$ cat config.mk
export PLATFORM = sky130hd
export DESIGN_NAME = axil_cmd_master
export DESIGN_NICKNAME = d
export VERILOG_FILES = /design/src/rtl/axil_cmd_master.sv
export SDC_FILE = /design/constraint.sdc
export NUM_CORES = 1
export LEC_CHECK = 0
export BUFFER_PORTS_ARGS = -buffer_cell sky130_fd_sc_hd__buf_2
export CORE_MARGIN = 4
export CORE_UTILIZATION = 30
export CTS_CLUSTER_DIAMETER = 60
export DETAILED_ROUTE_END_ITERATION = 10
export PLACE_DENSITY = 0.57
export SLEW_MARGIN = 20
export SYNTH_ARGS = -nofsm -noshare
export SYNTH_HDL_FRONTEND = slang
export SYNTH_SLANG_ARGS = --single-unit
$ cat constraint.sdc
create_clock -name ACLK -period 2.71 [get_ports ACLK]
set_clock_uncertainty 0.2 [all_clocks]
set_input_delay 0 -clock ACLK [delete_from_list [all_inputs] [get_ports ACLK]]
set_output_delay 0 -clock ACLK [all_outputs]
set_load 0.005 [all_outputs]
$ cat src/rtl/axil_cmd_master.sv
// axil_cmd_master: single-outstanding AXI-Lite initiator that turns requester commands into
// AXI-Lite write/read transactions and returns status and read data on a response port.
module axil_cmd_master #(
  parameter int ADDR_WIDTH = 32,
  parameter int DATA_WIDTH = 32
) (
  input  logic                    ACLK,
  input  logic                    ARESET,
  input  logic                    cmd_valid,
  output logic                    cmd_ready,
  input  logic                    cmd_write,
  input  logic [ADDR_WIDTH-1:0]   cmd_addr,
  input  logic [DATA_WIDTH-1:0]   cmd_wdata,
  input  logic [DATA_WIDTH/8-1:0] cmd_wstrb,
  output logic                    rsp_valid,
  input  logic                    rsp_ready,
  output logic                    rsp_write,
  output logic [DATA_WIDTH-1:0]   rsp_rdata,
  output logic [1:0]              rsp_resp,
  output logic [ADDR_WIDTH-1:0]   AWADDR,
  output logic                    AWVALID,
  input  logic                    AWREADY,
  output logic [DATA_WIDTH-1:0]   WDATA,
  output logic [DATA_WIDTH/8-1:0] WSTRB,
  output logic                    WVALID,
  input  logic                    WREADY,
  input  logic [1:0]              BRESP,
  input  logic                    BVALID,
  output logic                    BREADY,
  output logic [ADDR_WIDTH-1:0]   ARADDR,
  output logic                    ARVALID,
  input  logic                    ARREADY,
  input  logic [DATA_WIDTH-1:0]   RDATA,
  input  logic [1:0]              RRESP,
  input  logic                    RVALID,
  output logic                    RREADY
);
  typedef enum logic [2:0] {IDLE, WR_REQ, WR_RESP, RD_REQ, RD_RESP, RSP} state_t;
  state_t                  state_q, state_d;
  logic                    cmd_ready_q, cmd_ready_d;
  logic                    aw_done_q, aw_done_d, w_done_q, w_done_d;
  logic                    awvalid_q, awvalid_d, wvalid_q, wvalid_d, bready_q, bready_d;
  logic                    arvalid_q, arvalid_d, rready_q, rready_d, rsp_valid_q, rsp_valid_d;
  logic                    write_q, write_d, rsp_write_q, rsp_write_d;
  logic [ADDR_WIDTH-1:0]   addr_q, addr_d;
  logic [DATA_WIDTH-1:0]   wdata_q, wdata_d, rsp_rdata_q, rsp_rdata_d;
  logic [DATA_WIDTH/8-1:0] wstrb_q, wstrb_d;
  logic [1:0]              rsp_resp_q, rsp_resp_d;

  always_ff @(posedge ACLK) begin
    if (ARESET) begin
      state_q     <= IDLE;
      cmd_ready_q <= 1'b1;
      aw_done_q   <= 1'b0;
      w_done_q    <= 1'b0;
      awvalid_q   <= 1'b0;
      wvalid_q    <= 1'b0;
      bready_q    <= 1'b0;
      arvalid_q   <= 1'b0;
      rready_q    <= 1'b0;
      rsp_valid_q <= 1'b0;
      write_q     <= 1'b0;
      rsp_write_q <= 1'b0;
      addr_q      <= '0;
      wdata_q     <= '0;
      wstrb_q     <= '0;
      rsp_rdata_q <= '0;
      rsp_resp_q  <= '0;
    end else begin
      state_q     <= state_d;
      cmd_ready_q <= cmd_ready_d;
      aw_done_q   <= aw_done_d;
      w_done_q    <= w_done_d;
      awvalid_q   <= awvalid_d;
      wvalid_q    <= wvalid_d;
      bready_q    <= bready_d;
      arvalid_q   <= arvalid_d;
      rready_q    <= rready_d;
      rsp_valid_q <= rsp_valid_d;
      write_q     <= write_d;
      rsp_write_q <= rsp_write_d;
      addr_q      <= addr_d;
      wdata_q     <= wdata_d;
      wstrb_q     <= wstrb_d;
      rsp_rdata_q <= rsp_rdata_d;
      rsp_resp_q  <= rsp_resp_d;
    end
  end

  // Outputs are next-state registers, so every VALID/READY is a flop and never follows a READY combinationally.
  always_comb begin
    state_d     = state_q;
    aw_done_d   = aw_done_q;
    w_done_d    = w_done_q;
    awvalid_d   = awvalid_q;
    wvalid_d    = wvalid_q;
    bready_d    = bready_q;
    arvalid_d   = arvalid_q;
    rready_d    = rready_q;
    rsp_valid_d = rsp_valid_q;
    write_d     = write_q;
    rsp_write_d = rsp_write_q;
    addr_d      = addr_q;
    wdata_d     = wdata_q;
    wstrb_d     = wstrb_q;
    rsp_rdata_d = rsp_rdata_q;
    rsp_resp_d  = rsp_resp_q;
    unique case (state_q)
      IDLE: if (cmd_valid) begin
        write_d   = cmd_write;
        addr_d    = cmd_addr;
        wdata_d   = cmd_wdata;
        wstrb_d   = cmd_wstrb;
        aw_done_d = 1'b0;
        w_done_d  = 1'b0;
        awvalid_d = cmd_write;
        wvalid_d  = cmd_write;
        arvalid_d = !cmd_write;
        state_d   = cmd_write ? WR_REQ : RD_REQ;
      end
      WR_REQ: begin
        aw_done_d = aw_done_q | (awvalid_q & AWREADY);
        w_done_d  = w_done_q | (wvalid_q & WREADY);
        awvalid_d = !aw_done_d;
        wvalid_d  = !w_done_d;
        if (aw_done_d && w_done_d) begin
          bready_d = 1'b1;
          state_d  = WR_RESP;
        end
      end
      WR_RESP: if (BVALID) begin
        bready_d    = 1'b0;
        rsp_valid_d = 1'b1;
        rsp_write_d = write_q;
        rsp_rdata_d = '0;
        rsp_resp_d  = BRESP;
        state_d     = RSP;
      end
      RD_REQ: if (ARREADY) begin
        arvalid_d = 1'b0;
        rready_d  = 1'b1;
        state_d   = RD_RESP;
      end
      RD_RESP: if (RVALID) begin
        rready_d    = 1'b0;
        rsp_valid_d = 1'b1;
        rsp_write_d = write_q;
        rsp_rdata_d = RDATA;
        rsp_resp_d  = RRESP;
        state_d     = RSP;
      end
      RSP: if (rsp_ready) begin
        rsp_valid_d = 1'b0;
        state_d     = IDLE;
      end
      default: state_d = IDLE;
    endcase
    cmd_ready_d = (state_d == IDLE);
  end

  assign cmd_ready = cmd_ready_q;
  assign rsp_valid = rsp_valid_q;
  assign rsp_write = rsp_write_q;
  assign rsp_rdata = rsp_rdata_q;
  assign rsp_resp  = rsp_resp_q;
  assign AWADDR    = addr_q;
  assign ARADDR    = addr_q;
  assign AWVALID   = awvalid_q;
  assign WDATA     = wdata_q;
  assign WSTRB     = wstrb_q;
  assign WVALID    = wvalid_q;
  assign BREADY    = bready_q;
  assign ARVALID   = arvalid_q;
  assign RREADY    = rready_q;
endmodule

==> summary.txt, run 1 <==
Outcome
  – Run status: finished, final reports clean

Placement
  – # port buffers: 255
  – Detail Placement HPWL: 9.27 mm
  – Inst Count DP: 937
  – Placed cell area: 5750 um^2
  – RD Place Congestion: 0.722

Power
  – Seq pwr share: 0.361
  – Static Leak: 3.81 nW
  – PwrDens: 642 nW/um^2
  – Power Internal: 3.95 mW
  – Clock power share: 0.474
  – Combinational power share: 0.166
  – Sw frac: 0.244
  – Total power: 5.23 mW
  – Peak supply drop: 0.000428 V
  – P_sw: 1.28 mW

Clock tree
  – Max clock buf depth: 2
  – Clk Latency, worst-skew pair: 400 ps
  – Worst-path clk slew: 50 ps
  – # Post-CTS Setup Buffers: 0
  – CTS Buf Count: 17
  – CTS tree: built
  – # H-tree levels: 4
  – Root buffer cell: clkbuf_16
  – CTS Sinks: 116

Critical path
  – Worst-path maximum fanout: 48
  – Crit path kind: reg2reg
  – R2r worst-path depth: 5
  – Critical path arrival: 2600 ps
  – CP Launch Type: flip-flop
  – Worst-path cell chain: or4b_2, buf_6, a32oi_1, nor2_1, dlygate4sd3_1
  – Buffer and inverter count on the worst path: 2
  – CP startpoint: state_q[0]$_SDFF_PP0_
  – Family with the most delay on the worst path: buffers and inverters
  – Critical-path top delay cell: or4b_2
  – Crit path capture type: flip-flop
  – Reg-to-reg startpoint: state_q[0]$_SDFF_PP0_
  – Worst EP required: 2800 ps
  – Worst path depth: 5
  – Max stage delay on crit path: 700 ps

Global routing
  – Gr ovfl total: 0
  – Vias in the first global route: 5262
  – First-pass GRT wire length: 26.2 mm
  – GRT Overall Usage: 0.183
  – Initial antenna violation count: 0
  – Largest net degree at the start of global routing: 59

Die
  – Core area: 14800 um^2
  – Initial Util: 0.311
  – Die Width: 132 um
  – Die Height: 132 um
  – Row Count: 44
  – Die ar.: 17300 um^2
  – Boundary pin count: 256

Synthesis
  – Synth top area cells: dfxtp_1 51%, nand2_1 15%, a21oi_1 12%, buf_4 5.6%, nand3_1 3.7%
  – Synth Cell Area: 4590 um^2
  – Syn_area_per_cell: 8.17 um^2
  – Post-synthesis sequential area ratio: 0.506
  – Synth area leader: dfxtp_1
  – Syn_nets: 675
  – Adder-cell share of the synthesized area: 0
  – Yosys warns: 0
  – Post-synth top area share: 0.506
  – Yosys reg bits: 116
  – Area fraction in compound gates after synthesis: 0.154
  – Simple-gate share of the synthesized area: 0.226
  – Mux cell area share after synthesis: 0.00682
  – Main combinational cell family by area after synthesis: simple AND/OR/NAND/NOR gates
  – Post-synthesis cell count: 561
  – Yosys cell types: 34
  – Xor and xnor area share after synthesis: 0

STA
  – RSZ-0062 raised after global routing: no
  – Post-route minimum period: 2510 ps
  – Final Max Tran Viols: 0
  – Worst-Margin Slew: 782 ps
  – Max-slew headroom: 0.478
  – Hold Fails Final Rpt: 0
  – Max Freq: 399 MHz
  – Setup_tns: 0 ps
  – Fin crit share: 0.925
  – Final setup fails: 0

Detailed routing
  – DR DRC count: 0
  – Final WL: 16.0 mm
  – Routed Antenna Nets: 0
  – Drt pass-1 iters: 4
  – Wire per inst: 14.0 um
  – Vias per Instance: 4.58
  – Vias: 5227
  – DRT iter0 DRCs: 224

Worst hold path
  – Hold Path Class: in2reg
  – Min-Delay Path Depth: 4
  – Hold path start: cmd_addr[25]

Cells and area
  – Number of fill cells: 1319
  – Final cell count without fillers: 1142
  – Most frequent cells in the layout: 254 x buf_2, 181 x nand2_1, 173 x dlygate4sd3_1
  – Fin area: 8140 um^2
  – Footprint of the multi-input gates: 1780 um^2
  – Area Growth Syn to Fin: 77.5%
  – Ant diodes: 0
  – Layout cells sized above 1: 0.324
  – Final core utilization: 0.552
  – Sequential cell area: 2320 um^2
  – Nets: 1059
  – Most common cell after layout, fill and taps aside: buf_2

Job
  – MaxCap Viol Count: 0
-- tightest hold or removal path: cells and delay by family --
family / cells / cell delay, ps
buf+inv: 2 / 650
simple gates: 1 / 50
compound gates: 1 / 50
-- cell families after synthesis --
logic type,after synthesis
muxes,3
AOI/OAI and AO/OA,128
DFF,116
and+or+nand+nor,238
buffers and inverters,76
-- state kept, by name, indices dropped and copies added, names as in the netlist, 2 cells and up --
| name | count |
|---|---|
| WSTRB | 4 |
| rsp_rdata | 32 |
| rsp_resp | 2 |
| WDATA | 32 |
| state_q | 3 |
| ARADDR | 32 |
-- synthesized netlist by cell type --
master,n
a21oi_4,1
nor4b_4,1
o32a_1,1
a31oi_1,4
or4b_1,2
buf_6,8
nand3b_4,1
mux2i_1,2
a22o_1,1
inv_1,2
a221oi_1,1
mux2_2,1
and2b_1,1
buf_2,13
a32oi_1,2
nand3b_1,1
nor2_1,10
clkbuf_1,19
a21o_1,3
nand3_1,34
nor3b_2,1
nand2_1,181
o311ai_0,1
nor3b_4,1
nor3_1,1
or3b_2,1
nor2b_1,2
a21oi_1,109
nand3b_2,1
a211oi_2,2
dfxtp_1,116
a41o_1,1
buf_4,34
o21ai_0,2
-- power groups by stage --
stage | logic (mW) | registers, mW | clock network, mW
final | 0.866 | 1.88 | 2.48
after CTS | 0.858 | 1.88 | 2.53
after floorplan | 0.393 | 1.92 | 0
after global routing | 0.954 | 1.90 | 2.61
after detailed placement | 0.648 | 1.92 | 0
after global placement | 0.649 | 1.92 | 0
-- final timing paths --
path	to	slack (ps)
max	w_done_q$_SDFFE_PP0P_	200
min reg2reg	rsp_rdata[9]$_SDFFE_PP0P_	250
max reg2reg	w_done_q$_SDFFE_PP0P_	200
min	ARADDR[25]$_SDFFE_PP0P_	180
-- through the flow --
step / hold WS, ps / worst slack [ps]
3_5_place_dp: 46.9 / 696
6_report: 183 / 203
4_1_cts: 157 / 139
2_1_floorplan: -64.0 / 1010
5_1_grt: 188 / 84.9
3_3_place_gp: 43.1 / 408
-- routing by layer --
layer | GRT usage | vias to the layer above | share of wire
li1 | - | 2599 | -
met4 | 0.0788 | 0 | 0.029
met3 | 0.0638 | 36 | 0.069
met5 | 0 | - | 0
met1 | 0.195 | 2400 | 0.40
met2 | 0.326 | 192 | 0.50
-- layout make-up --
class / instances / area share
clock buffers: 19 / 0.0556
clock inverters: 13 / 0.0252
inverters: 2 / 0.000922
multi-input cells: 369 / 0.218
flip-flops and latches: 116 / 0.285
well taps: 184 / 0.0283
repair buffers: 439 / 0.387
-- repair_timing --
action / CTS / global route
hold endpoints to repair: 115 / 0
hold buffers: 173 / 0
endpoints found under the setup margin: 0 / 1
gates resized for setup: 0 / 1
(Power assumes the default switching activity.)
==> run 2, diff against run 1 <==
--- a/config.mk
+++ b/config.mk
@@ -6,11 +6,13 @@
 export NUM_CORES = 1
 export LEC_CHECK = 0
 export BUFFER_PORTS_ARGS = -buffer_cell sky130_fd_sc_hd__buf_2
+export CELL_PAD_IN_SITES_DETAIL_PLACEMENT = 1
+export CELL_PAD_IN_SITES_GLOBAL_PLACEMENT = 1
 export CORE_MARGIN = 4
 export CORE_UTILIZATION = 30
 export CTS_CLUSTER_DIAMETER = 60
 export DETAILED_ROUTE_END_ITERATION = 10
-export PLACE_DENSITY = 0.57
+export PLACE_DENSITY = 0.78
 export SLEW_MARGIN = 20
 export SYNTH_ARGS = -nofsm -noshare
 export SYNTH_HDL_FRONTEND = slang
==> summary.txt, run 2 (synthesis results as in run 1) <==
Cells and area
  – Area Growth Syn to Fin: 69.9% (was 77.5%)
  – Final cell count without fillers: 1111 (was 1142)
  – Layout cells sized above 1: 0.338 (was 0.324)
  – Most frequent cells in the layout: 254 x buf_2, 181 x nand2_1, 136 x dlygate4sd3_1 (was 254 x buf_2, 181 x nand2_1, 173 x dlygate4sd3_1)
  – Footprint of the multi-input gates: 1780 um^2 (about the same)
  – Number of fill cells: 1792 (was 1319)
  – Sequential cell area: 2320 um^2 (about the same)
  – Nets: 1026 (was 1059)
  – Final core utilization: 0.528 (was 0.552)
  – Fin area: 7790 um^2 (was 8140 um^2)
  – Most common cell after layout, fill and taps aside: buf_2 (unchanged)

Placement
  – Inst Count DP: 938 (was 937)
  – Pre-CTS setup slack: 487 ps (was 696 ps)
  – Placed cell area: 5740 um^2 (was 5750 um^2)
  – RD Place Congestion: 0.769 (was 0.722)
  – # port buffers: 255 (unchanged)
  – Detail Placement HPWL: 10.9 mm (was 9.27 mm)

Detailed routing
  – Final WL: 19.0 mm (was 16.0 mm)
  – Vias per Instance: 4.74 (was 4.58)
  – Wire per inst: 17.1 um (was 14.0 um)
  – Drt pass-1 iters: 4 (unchanged)
  – DR DRC count: 0 (unchanged)
  – Routed Antenna Nets: 0 (unchanged)
  – Vias: 5268 (was 5227)
  – DRT iter0 DRCs: 184 (was 224)

STA
  – Max Freq: 398 MHz (was 399 MHz)
  – Hold Fails Final Rpt: 0 (unchanged)
  – Post-route minimum period: 2520 ps (was 2510 ps)
  – Hold WS: 183 ps (about the same)
  – RSZ-0062 raised after global routing: no (unchanged)
  – Setup ws final: 195 ps (was 203 ps)
  – Final setup fails: 0 (unchanged)
  – Setup_tns: 0 ps (unchanged)
  – Max-slew headroom: 0.532 (was 0.478)
  – Final Max Tran Viols: 0 (unchanged)
  – Fin crit share: 0.928 (was 0.925)
  – Worst-Margin Slew: 702 ps (was 782 ps)

Power
  – Total power: 5.18 mW (was 5.23 mW)
  – Power Internal: 3.90 mW (was 3.95 mW)
  – Seq pwr share: 0.364 (was 0.361)
  – Static Leak: 3.65 nW (was 3.81 nW)
  – Peak supply drop: 0.000400 V (was 0.000428 V)
  – Sw frac: 0.246 (was 0.244)
  – P_sw: 1.27 mW (was 1.28 mW)
  – PwrDens: 664 nW/um^2 (was 642 nW/um^2)
  – Clock power share: 0.474 (about the same)
  – Combinational power share: 0.161 (was 0.166)

Critical path
  – Worst EP required: 2860 ps (was 2800 ps)
  – Critical-path top delay cell: dlygate4sd3_1 (was or4b_2)
  – Buffer and inverter count on the worst path: 3 (was 2)
  – CP Launch Type: flip-flop (unchanged)
  – Crit path top cell by count: buf_4
  – Family with the most delay on the worst path: buffers and inverters (unchanged)
  – Max stage delay on crit path: 570 ps (was 700 ps)
  – Worst-path maximum fanout: 37 (was 48)
  – Crit path capture type: flip-flop (unchanged)
  – Worst-path cell chain: buf_4, nand3b_2, a21oi_4, buf_4, nand3_1, a21oi_1, dlygate4sd3_1 (was or4b_2, buf_6, a32oi_1, nor2_1, dlygate4sd3_1)
  – Critical path arrival: 2670 ps (was 2600 ps)
  – Crit path kind: reg2reg (unchanged)

Clock tree
  – Root buffer cell: clkbuf_16 (unchanged)
  – Worst-path clk slew: 50 ps (about the same)
  – CTS tree: built (unchanged)
  – # H-tree levels: 4 (unchanged)
  – CTS Sinks: 116 (unchanged)
  – Max clock buf depth: 2 (unchanged)
  – CTS Buf Count: 17 (unchanged)
  – Clk Latency, worst-skew pair: 410 ps (was 400 ps)

Die
  – Die ar.: 17300 um^2 (unchanged)
  – Die Width: 132 um (unchanged)
  – Core area: 14800 um^2 (unchanged)
  – Row Count: 44 (unchanged)
  – Boundary pin count: 256 (unchanged)
  – Die Height: 132 um (unchanged)
  – Initial Util: 0.311 (unchanged)

Job
  – MaxCap Viol Count: 0 (unchanged)

Global routing
  – Initial antenna violation count: 3 (was 0)
  – Vias in the first global route: 5731 (was 5262)
  – Gr ovfl total: 0 (unchanged)
  – Largest net degree at the start of global routing: 62 (was 59)
  – First-pass GRT wire length: 30.4 mm (was 26.2 mm)
  – GRT Overall Usage: 0.216 (was 0.183)

Worst hold path
  – Hold Path Class: in2reg (unchanged)

Outcome
  – Run status: finished, final reports clean (unchanged)
-- run 2: cell count changes in the layout (fill, tap and decap cells not counted), sizes merged --
cell,before,now
buf,266,270
bufinv,5,4
clkbuf,19,24
clkinv,5,3
clkinvlp,3,0
diode,0,3
dlygate4sd3,173,136
-- run 2: layer usage --
layer,part of all wire,vias to the layer above,GRT usage
li1,-,2528,-
met1,0.37,2469,0.221
met2,0.53,206,0.400
met3,0.060,65,0.0623
met4,0.047,0,0.112
met5,0,-,0
-- run 2: path summary, 6_finish.rpt --
path                              from                         end  slack [ps]  cells past startpoint
max reg2reg      state_q[1]$_SDFF_PP0_  rsp_rdata[24]$_SDFFE_PP0P_         190                      7
max              state_q[1]$_SDFF_PP0_  rsp_rdata[24]$_SDFFE_PP0P_         190                      7
min                       cmd_addr[20]     ARADDR[20]$_SDFFE_PP0P_         180                      4
min reg2reg  rsp_rdata[4]$_SDFFE_PP0P_   rsp_rdata[4]$_SDFFE_PP0P_         250                      2
-- run 2: layout make-up --
class | instances | share of cell area
antenna | 3 | 0.000964
sequential | 116 | 0.298
multi-input combinational | 369 | 0.228
inverter | 2 | 0.000964
tap | 184 | 0.0295
timing repair buffer | 406 | 0.358
clock inverter | 7 | 0.0183
clock buffer | 24 | 0.0657
-- run 2: power groups by stage --
stage	logic [mW]	clock network (mW)	registers (mW)
floorplan	0.393	0	1.92
global placement	0.654	0	1.91
detailed placement	0.667	0	1.92
CTS	0.819	2.50	1.88
global route	0.923	2.58	1.90
finish	0.835	2.46	1.89
-- run 2: timing repair --
item | in CTS | in global routing
gates resized for setup | 0 | 2
buffers inserted | 0 | 3
hold endpoints to repair | 116 | 0
hold buffers | 136 | 0
endpoints found under the setup margin | 0 | 15
-- run 2: worst reg2reg max path: stages, from the launching register on --
cell	delay, ps
dfxtp_1	310
buf_4	190
nand3b_2	260
a21oi_4	150
buf_4	390
nand3_1	180
a21oi_1	200
dlygate4sd3_1	570
==> run 3, diff against run 2 <==
--- a/config.mk
+++ b/config.mk
@@ -5,14 +5,14 @@
 export SDC_FILE = /design/constraint.sdc
 export NUM_CORES = 1
 export LEC_CHECK = 0
-export BUFFER_PORTS_ARGS = -buffer_cell sky130_fd_sc_hd__buf_2
 export CELL_PAD_IN_SITES_DETAIL_PLACEMENT = 1
 export CELL_PAD_IN_SITES_GLOBAL_PLACEMENT = 1
 export CORE_MARGIN = 4
 export CORE_UTILIZATION = 30
 export CTS_CLUSTER_DIAMETER = 60
 export DETAILED_ROUTE_END_ITERATION = 10
-export PLACE_DENSITY = 0.78
+export DONT_BUFFER_PORTS = 1
+export PLACE_DENSITY = 0.59
 export SLEW_MARGIN = 20
 export SYNTH_ARGS = -nofsm -noshare
 export SYNTH_HDL_FRONTEND = slang
==> constraint.sdc (replaced) <==
create_clock -name ACLK -period 2.1 [get_ports ACLK]
set_clock_uncertainty 0.2 [all_clocks]
set_input_delay 0 -clock ACLK [delete_from_list [all_inputs] [get_ports ACLK]]
set_output_delay 0 -clock ACLK [all_outputs]
set_load 0.005 [all_outputs]
==> summary.txt, run 3 (synthesis results as in run 1) <==
Global routing
  – GRT Overall Usage: 0.153 (was 0.216)
  – Gr ovfl total: 0 (unchanged)
  – Vias in the first global route: 3842 (was 5731)
  – First-pass GRT wire length: 21.2 mm (was 30.4 mm)
  – Largest net degree at the start of global routing: 115 (was 62)
  – Initial antenna violation count: 0 (was 3)

STA
  – Max-slew headroom: 0.666 (was 0.532)
  – Final Max Tran Viols: 0 (unchanged)
  – Setup ws final: 140 ps (was 195 ps)
  – Final setup fails: 0 (unchanged)
  – Hold Fails Final Rpt: 112 (was 0)
  – Fin crit share: 0.933 (was 0.928)
  – Post-route minimum period: 1960 ps (was 2520 ps)
  – Hold WS: -530 ps (was 183 ps)
  – Setup_tns: 0 ps (unchanged)
  – RSZ-0062 raised after global routing: no (unchanged)
  – Max Freq: 510 MHz (was 398 MHz)
  – Worst-Margin Slew: 501 ps (was 702 ps)

Die
  – Boundary pin count: 256 (unchanged)
  – Die ar.: 17300 um^2 (unchanged)
  – Core area: 14800 um^2 (unchanged)
  – Die Width: 132 um (unchanged)
  – Initial Util: 0.311 (unchanged)
  – Die Height: 132 um (unchanged)
  – Row Count: 44 (unchanged)

Clock tree
  – CTS tree: built (unchanged)
  – Worst-path clk slew: 50 ps (about the same)
  – # Post-CTS Setup Buffers: 0 (unchanged)
  – Clk Latency, worst-skew pair: 400 ps (was 410 ps)
  – Max clock buf depth: 2 (unchanged)
  – # H-tree levels: 4 (unchanged)
  – Root buffer cell: clkbuf_16 (unchanged)
  – CTS Sinks: 116 (unchanged)
  – CTS Buf Count: 17 (unchanged)

Placement
  – # port buffers: 0 (was 255)
  – Pre-CTS setup slack: 204 ps (was 487 ps)
  – RD Place Congestion: 0.759 (was 0.769)
  – Detail Placement HPWL: 9.40 mm (was 10.9 mm)

Power
  – Peak supply drop: 0.000508 V (was 0.000400 V)
  – PwrDens: 1110 nW/um^2 (was 664 nW/um^2)
  – Static Leak: 1.83 nW (was 3.65 nW)

Critical path
  – Max stage delay on crit path: 570 ps (about the same)
  – Worst-path maximum fanout: 8 (was 37)
  – Crit path capture type: flip-flop (unchanged)
  – Crit path kind: reg2reg (unchanged)
  – CP Launch Type: flip-flop (unchanged)
  – Critical path arrival: 2050 ps (was 2670 ps)
  – Worst-path cell chain: buf_4, nand3b_1, a21o_1, dlygate4sd3_1, a41o_1 (was buf_4, nand3b_2, a21oi_4, buf_4, nand3_1, a21oi_1, dlygate4sd3_1)
  – Worst EP required: 2190 ps (was 2860 ps)
  – Critical-path top delay cell: dlygate4sd3_1 (unchanged)

Outcome
  – Failing checks: hold timing
  – Run status: finished, violations left (was finished, final reports clean)

Job
  – MaxCap Viol Count: 0 (unchanged)

Detailed routing
  – Drt pass-1 iters: 4 (unchanged)
  – Vias: 3719 (was 5268)
  – DRT iter0 DRCs: 139 (was 184)
  – DR DRC count: 0 (unchanged)
  – Vias per Instance: 5.10 (was 4.74)
  – Wire per inst: 18.2 um (was 17.1 um)
  – Final WL: 13.3 mm (was 19.0 mm)
  – Routed Antenna Nets: 0 (unchanged)

Cells and area
  – Most frequent cells in the layout: 181 x nand2_1, 114 x dfxtp_1, 109 x a21oi_1 (was 254 x buf_2, 181 x nand2_1, 136 x dlygate4sd3_1)
  – Final core utilization: 0.351 (was 0.528)
  – Layout cells sized above 1: 0.112 (was 0.338)
  – Ant diodes: 0 (was 3)
  – Nets: 646 (was 1026)
  – Most common cell after layout, fill and taps aside: nand2_1 (was buf_2)
  – Area Growth Syn to Fin: 12.8% (was 69.9%)

Worst hold path
  – Hold Path Class: in2reg (unchanged)
run 3: cell count changes in the layout (fill, tap and decap cells not counted), sizes merged:
cell / before / now
clkinv: 3 / 5
dlygate4sd3: 136 / 9
diode: 3 / 0
clkinvlp: 0 / 5
buf: 270 / 17
clkbuf: 24 / 21
bufinv: 4 / 1
run 3: metal layers:
layer | routed length, um | up-vias | GRT usage | share of wire
li1 | - | 1773 | - | -
met1 | 4900 | 1757 | 0.159 | 0.37
met2 | 6980 | 171 | 0.265 | 0.52
met3 | 1220 | 18 | 0.0776 | 0.092
met4 | 206 | 0 | 0.0548 | 0.015
met5 | 0 | - | 0 | 0
run 3: final timing paths:
kind                    startpoint                endpoint  cells after the start  slack, ps
max          state_q[1]$_SDFF_PP0_    cmd_ready$_SDFF_PP1_                      5        140
min reg2reg   write_q$_SDFFE_PP0P_    write_q$_SDFFE_PP0P_                      2        260
min                         ARESET  WDATA[19]$_SDFFE_PP0P_                      1       -530
max reg2reg  state_q[1]$_SDFF_PP0_    cmd_ready$_SDFF_PP1_                      5        140
run 3: critical path: cells and delay by family (launching register included):
family,cells,cell delay [ps]
simple gates,1,110
flops,1,390
buf+inv,2,730
compound gates,2,420
run 3: final cells by class:
type                            count  area (um^2)
Multi-Input combinational cell    369         1770
Timing Repair Buffer               26          259
Clock inverter                     11          104
Tap cell                          184          230
Sequential cell                   116         2330
Clock buffer                       21          470
Inverter                            2         7.51
Fill cell                        1731         9580
run 3: where the power goes:
group / switching [mW] / internal, mW / total (mW) / leakage [nW]
sequential: 0.143 / 2.34 / 2.49 / 0.947
combinational: 0.321 / 0.204 / 0.525 / 0.612
clock: 1.01 / 1.72 / 2.73 / 0.267
run 3: stage by stage:
step / power, mW / cells / instance area, um^2 / hold WS (ps)
6_report: 5.74 / 729 / 5170 / -530
5_1_grt: 6.03 / 729 / 5170 / -567
4_1_cts: 5.85 / 728 / 5150 / -556
3_5_place_dp: 3.06 / 688 / 4500 / -117
3_3_place_gp: 3.02 / 688 / 4500 / -122
2_1_floorplan: 2.99 / 561 / 4590 / -64.0
run 3: timing repair:
action,in CTS,in global routing
endpoints found under the hold margin,116,114
gates resized for setup,0,4
endpoints found under the setup margin,0,3
hold buffers,8,2
